<file path="config.mk">
export PLATFORM = sky130hd
export DESIGN_NAME = accel_uart_tx
export DESIGN_NICKNAME = d
export VERILOG_FILES = /design/src/rtl/accel_uart_pkg.sv /design/src/rtl/accel_uart_fifo.sv /design/src/rtl/accel_uart_tx.sv
export SDC_FILE = /design/constraint.sdc
export NUM_CORES = 1
export LEC_CHECK = 0
export BUFFER_PORTS_ARGS = -buffer_cell sky130_fd_sc_hd__buf_2
export CORE_MARGIN = 3
export CORE_UTILIZATION = 32
export CTS_BUF_LIST = sky130_fd_sc_hd__clkbuf_8
export CTS_CLUSTER_SIZE = 8
export DETAILED_ROUTE_END_ITERATION = 10
export GPL_ROUTABILITY_DRIVEN = 0
export PLACE_DENSITY = 0.51
export REMOVE_ABC_BUFFERS = 1
export SLEW_MARGIN = 25
export SYNTH_ARGS = -nofsm -noshare
export SYNTH_HDL_FRONTEND = slang
export SYNTH_SLANG_ARGS = --single-unit
</file>
<file path="constraint.sdc">
create_clock -name i_clk -period 10.25 [get_ports i_clk]
set_input_delay 0.5125 -clock i_clk [delete_from_list [all_inputs] [get_ports i_clk]]
set_output_delay 0.5125 -clock i_clk [all_outputs]
set_load 0.05 [all_outputs]
</file>
<file path="src/rtl/accel_uart_pkg.sv">
// rtl/accel_uart_pkg.sv - shared types and sizing for the accelerator UART transmitter
package accel_uart_pkg;

    localparam int SOC_UART1_LOG2_FIFOSZ = 4;
    localparam int DEFAULT_LOG2_FIFOSZ   = SOC_UART1_LOG2_FIFOSZ;

    typedef enum logic [2:0] {
        ST_IDLE,
        ST_START,
        ST_DATA,
        ST_PARITY,
        ST_STOP
    } tx_state_t;

    // A programmed bit period of zero behaves as one clock per bit.
    function automatic logic [15:0] eff_scaler(input logic [15:0] scaler);
        return (scaler == 16'd0) ? 16'd1 : scaler;
    endfunction

endpackage

</file>
<file path="src/rtl/accel_uart_fifo.sv">
// rtl/accel_uart_fifo.sv - byte FIFO feeding the UART transmitter
module accel_uart_fifo #(
    parameter int dbits      = 8,
    parameter int log2_depth = 4
) (
    input  logic                  clk,
    input  logic                  nrst,
    input  logic                  we,
    input  logic [dbits-1:0]      wdata,
    input  logic                  re,
    output logic [dbits-1:0]      rdata,
    output logic                  full,
    output logic                  empty,
    output logic [log2_depth:0]   count
);

    localparam int depth = 1 << log2_depth;
    localparam logic [log2_depth:0] full_lvl = {1'b1, {log2_depth{1'b0}}};

    logic [dbits-1:0]      mem [depth];
    logic [log2_depth-1:0] wr_ptr;
    logic [log2_depth-1:0] rd_ptr;
    logic [log2_depth:0]   count_q;
    logic                  do_re;
    logic                  do_we;

    assign full  = (count_q == full_lvl);
    assign empty = (count_q == '0);
    assign count = count_q;
    assign rdata = mem[rd_ptr];

    // A pop on the same edge frees the slot, so a write is accepted even when full.
    assign do_re = re && !empty;
    assign do_we = we && (!full || do_re);

    always_ff @(posedge clk) begin
        if (do_we) begin
            mem[wr_ptr] <= wdata;
        end
    end

    always_ff @(posedge clk or negedge nrst) begin
        if (!nrst) begin
            wr_ptr  <= '0;
            rd_ptr  <= '0;
            count_q <= '0;
        end else begin
            if (do_we) begin
                wr_ptr <= wr_ptr + 1'b1;
            end
            if (do_re) begin
                rd_ptr <= rd_ptr + 1'b1;
            end
            case ({do_we, do_re})
                2'b10:   count_q <= count_q + 1'b1;
                2'b01:   count_q <= count_q - 1'b1;
                default: count_q <= count_q;
            endcase
        end
    end

endmodule

</file>
<file path="src/rtl/accel_uart_tx.sv">
// rtl/accel_uart_tx.sv - FIFO-buffered UART transmitter with optional parity and two stop bits
module accel_uart_tx
    import accel_uart_pkg::*;
#(
    parameter int log2_fifosz = DEFAULT_LOG2_FIFOSZ
) (
    input  logic                   i_clk,
    input  logic                   i_nrst,
    input  logic [15:0]            i_scaler,
    input  logic                   i_parity_en,
    input  logic                   i_parity_odd,
    input  logic                   i_stop2,
    input  logic                   i_we,
    input  logic [7:0]             i_wdata,
    output logic                   o_full,
    output logic                   o_empty,
    output logic [log2_fifosz:0]   o_count,
    output logic                   o_busy,
    output logic                   o_txd
);

    tx_state_t   state_q;
    tx_state_t   state_d;
    logic [15:0] baud_q;
    logic [15:0] period_q;
    logic [2:0]  bit_idx_q;
    logic [2:0]  bit_idx_d;
    logic        stop_cnt_q;
    logic        stop_cnt_d;
    logic [7:0]  shreg_q;
    logic        par_q;
    logic        par_en_q;
    logic        stop2_q;
    logic        txd_q;
    logic        txd_d;
    logic        pop;
    logic        shift;
    logic        tick;
    logic [7:0]  fifo_rdata;

    accel_uart_fifo #(
        .dbits      (8),
        .log2_depth (log2_fifosz)
    ) u_fifo (
        .clk   (i_clk),
        .nrst  (i_nrst),
        .we    (i_we),
        .wdata (i_wdata),
        .re    (pop),
        .rdata (fifo_rdata),
        .full  (o_full),
        .empty (o_empty),
        .count (o_count)
    );

    assign tick   = (baud_q == period_q - 16'd1);
    assign o_busy = (state_q != ST_IDLE);
    assign o_txd  = txd_q;

    always_comb begin
        state_d    = state_q;
        txd_d      = txd_q;
        pop        = 1'b0;
        shift      = 1'b0;
        bit_idx_d  = bit_idx_q;
        stop_cnt_d = stop_cnt_q;
        case (state_q)
            ST_IDLE: begin
                txd_d = 1'b1;
                if (!o_empty) begin
                    pop     = 1'b1;
                    state_d = ST_START;
                    txd_d   = 1'b0;
                end
            end
            ST_START: begin
                if (tick) begin
                    state_d   = ST_DATA;
                    txd_d     = shreg_q[0];
                    shift     = 1'b1;
                    bit_idx_d = 3'd0;
                end
            end
            ST_DATA: begin
                if (tick) begin
                    if (bit_idx_q == 3'd7) begin
                        stop_cnt_d = 1'b0;
                        if (par_en_q) begin
                            state_d = ST_PARITY;
                            txd_d   = par_q;
                        end else begin
                            state_d = ST_STOP;
                            txd_d   = 1'b1;
                        end
                    end else begin
                        txd_d     = shreg_q[0];
                        shift     = 1'b1;
                        bit_idx_d = bit_idx_q + 3'd1;
                    end
                end
            end
            ST_PARITY: begin
                if (tick) begin
                    state_d    = ST_STOP;
                    txd_d      = 1'b1;
                    stop_cnt_d = 1'b0;
                end
            end
            ST_STOP: begin
                if (tick) begin
                    if (stop2_q && !stop_cnt_q) begin
                        stop_cnt_d = 1'b1;
                    end else if (!o_empty) begin
                        // Back-to-back frame: next start bit follows the stop bit directly.
                        pop     = 1'b1;
                        state_d = ST_START;
                        txd_d   = 1'b0;
                    end else begin
                        state_d = ST_IDLE;
                        txd_d   = 1'b1;
                    end
                end
            end
            default: begin
                state_d = ST_IDLE;
                txd_d   = 1'b1;
            end
        endcase
    end

    always_ff @(posedge i_clk or negedge i_nrst) begin
        if (!i_nrst) begin
            state_q    <= ST_IDLE;
            txd_q      <= 1'b1;
            baud_q     <= 16'd0;
            period_q   <= 16'd1;
            bit_idx_q  <= 3'd0;
            stop_cnt_q <= 1'b0;
            shreg_q    <= 8'd0;
            par_q      <= 1'b0;
            par_en_q   <= 1'b0;
            stop2_q    <= 1'b0;
        end else begin
            state_q    <= state_d;
            txd_q      <= txd_d;
            bit_idx_q  <= bit_idx_d;
            stop_cnt_q <= stop_cnt_d;
            if (pop || tick || state_q == ST_IDLE) begin
                baud_q <= 16'd0;
            end else begin
                baud_q <= baud_q + 16'd1;
            end
            // Line settings are frozen per frame at the moment a byte is popped.
            if (pop) begin
                shreg_q  <= fifo_rdata;
                par_q    <= (^fifo_rdata) ^ i_parity_odd;
                par_en_q <= i_parity_en;
                stop2_q  <= i_stop2;
                period_q <= eff_scaler(i_scaler);
            end else if (shift) begin
                shreg_q <= {1'b0, shreg_q[7:1]};
            end
        end
    end

endmodule

</file>
==> impl_results.md <==
- Outcome: finished clean
- Initial core utilization: 32.6%
- TritonCTS buffer count: 17
- Setup TNS: 0 ps
- Worst-path clk slew: about 110 ps
- Max frequency: around 200 MHz
- DRT Pass-1 Iters: 5
- Slowest stage delay, CP: between 700 and 800 ps
- Number of enable flip-flop cells after synthesis: 128
- Wl on met1: approximately 8800 um
- Clock sink total: between 150 and 200
- Synth Flop Type: edfxtp_1
- Mapped Cells: 669
- Initial antenna violation count: 0
- Gr usage total: 13.8%
- Most frequent CP cell: xnor2_1
- WP data required: roughly 11000 ps
- Switching part of the total: approximately 39%
- Worst-margin pin slew: roughly 950 ps
- IO buf count: 38
- Metal2 WL: 9570 um
- Synth area leader: edfxtp_1
- First-pass GRT wire length: ~30000 um
- Synth Area in Compound Gates: about 7.6%
- Worst-skew pair later-pin latency: about 470 ps
- Fin. Hold Viols: 0
- Synth top cells by count: edfxtp_1, nand2_1, dfrtp_1
- Synth unique cells: 65
- Ys Warns: 0
- Pwr Density: between 200 and 300 mW/mm2
- #FFs+latches synth: ~190
- R2R Path End: u_fifo.count[4]
- Seq pwr share: a little over two fifths
- Combinational share of power: 37.6%
- Post-cts resize count: 0
- DRC viols: 0
- Post-synth top area share: between 40% and 50%
- Worst Path Arrival: 5300 ps
- Register area share after synthesis: approximately three fifths
- Core Util, Final: a little over a third
- Dpl hpwl: around 14000 um
- Top Metal Used: met4
- Avg Inst Size Synth: roughly 13 um2
- Clock Tree Buf Depth: 2
- Layout-stage area growth over the synthesis result: 10.1%
- Final period util: 48.3%
- Crit path capture type: flip-flop
- Power Total: about 2.6 mW
- Routed WL per cell: roughly 19 um
- Vias in the first global route: between 5000 and 6000
- Slowest CP cell: nor4b_4
- Cell class contributing the biggest share of worst-path delay: simple AND/OR/NAND/NOR gates
- Via/cell ratio: 5.09
- Max Cap Viol: 0
- GRT Residual Overflow: 0
- Cell Chain, Critical Path: or4_1 -> or3b_2 -> xnor2_1 -> or4_4 -> nor4b_4 -> a21oi_4 -> nor2_1 -> ha_1 -> a21o_1 -> a21oi_1 -> nor2b_1 -> mux2i_1 -> xnor2_1
- Hold WC Path Type: in2async
- N_diodes: 0
- Startpoint types: flip-flop
- Die height: roughly 170 um
- Relative slew slack: between 30% and 40%
- Simple logic cell fraction of the synthesized area: between 10% and 20%
- Worst R2R Setup Slack: about 5300 ps
- Mapped Area: 0.00880 mm2
- Vias: between 5000 and 6000
- # IOs: 39
- Crit-path max FO: 15
- Core area: ~0.027 mm2
- Internal power: about 1.6 mW
- Met3 WL: roughly 900 um
- Worst path buffer plus inverter count: 0
- Cell count of the worst reg-to-reg path: 13
- Critical setup path kind: reg2reg
- Synth top area cells: edfxtp_1, dfrtp_1, mux2i_1, mux4_2, nand2_1
- # hold bufs at CTS: 0
- Clock Skews: between 15 and 20 ps
- P_leak: 3.76 nW
- Layout cells sized above 1: between 10% and 20%
- Largest family of logic cells by synthesized area: simple AND/OR/NAND/NOR gates
- Count leader, synth: edfxtp_1
- Remaining antenna violation count: 0
- Worst reg2reg startpoint: period_q[3]
- WL final: between 15000 and 20000 um
- Root Buffer: clkbuf_8
- Postcts setup bufs: 0
- Htree depth: 4
- CTS tree: yes
- Psw: about 1 mW
- Multiplexer area fraction after synthesis: between 9 and 10%
- Asr flop ratio synth: approximately a third
- Post-Synth Adder-Cell Area: 1.93%
- DIE WIDTH: 172 um
- Peak supply drop: roughly 0.12 mV
- Initial DRC Count: approximately 330
- Final setup viols: 0
- Fin Hold WS: 232 ps
- Tmin final: 4950 ps
- RSZ-0062 raised after global routing: no
- DIE AREA: 0.0295 mm2
- Fin. max-slew vios: 0
- NumNets Final: between 700 and 800
- # rows: 60
- Largest net degree at the start of global routing: 65
- Synth Area in XOR/XNOR: 4.93%
- Clk pwr share: 18.8%
## through the flow
step,cell area [um2],std cells,worst slack [ps]
global route,9690,1046,5010
global placement,9280,1014,5420
detailed placement,9280,1014,5210
finish,9690,1046,5300
floorplan,8630,632,5510
CTS,9680,1046,5240
## cell usage in the layout (no fill, tap or decap), types with 4 or more instances in the layout
cell type  Yosys  layout
a21o_1         5       4
a21oi_1       19      19
a221oi_1      18      18
a22o_1         4       4
a22oi_1        8       8
and3_1        17      17
buf_2         13      38
clkbuf_8       0      17
clkinv_4       0       4
dfrtp_1       62      61
edfxtp_1     128     128
ha_1          12      12
inv_1          9      11
mux2i_1       42      42
mux4_2        16      16
nand2_1       81      81
nand3_1       16      16
nor2_1        47      47
nor2b_1        9       8
nor3_1         6       6
nor4_1        11      11
o21ai_0       18      18
or4_1          4       4
xnor2_1       25      25
xor2_1        22      22
## worst max-delay path by stage
stage / start / endpoint / cells after the start
6_report: period_q[3] / u_fifo.count[4] / 13
3_5_place_dp: period_q[3] / u_fifo.mem[5][1] / 8
5_1_grt: period_q[3] / u_fifo.count[4] / 13
3_3_place_gp: period_q[3] / u_fifo.mem[5][0] / 8
4_1_cts: period_q[3] / u_fifo.mem[5][1] / 8
2_1_floorplan: period_q[3] / u_fifo.count[4] / 13
## layout make-up
cell class	instances	area, um2
inverter	9	33.8
timing repair buffer	41	213
tap	341	427
multi-input combinational	431	3180
sequential	192	5450
clock buffer	17	234
fill	2613	17300
clock inverter	15	160
## flip-flops by register name, summed over array words and instances (netlist names), 3 cells and up
name and flops:
u_fifo.rd_ptr 4, baud_q 16, state_q 3, u_fifo.wr_ptr 4
u_fifo.count 5, shreg_q 8, bit_idx_q 3, period_q 16
u_fifo.mem 128
## cells by family after synthesis
logic type / count (synthesis)
adder cells (fa/ha/maj): 13
buffers and inverters: 46
AND/OR/NAND/NOR: 215
XOR/XNOR: 48
flip-flops: 192
AO/OA/AOI/OAI: 94
multiplexers: 61
## per-layer routing
layer / GRT usage, % / up-vias
li1: - / 2528
met1: 17.7 / 2653
met2: 23.1 / 117
met3: 3.36 / 24
met4: 4.20 / 0
met5: 0 / -
## power by group through the flow
stage | registers (mW) | clock network, mW | logic, mW
floorplan | 1.17 | 0 | 0.673
detailed placement | 1.15 | 0 | 0.983
CTS | 1.13 | 0.505 | 0.985
finish | 1.13 | 0.488 | 0.975
global route | 1.15 | 0.536 | 1.07
global placement | 1.14 | 0 | 0.965
Note: power is estimated with default switching activity, not from simulation.
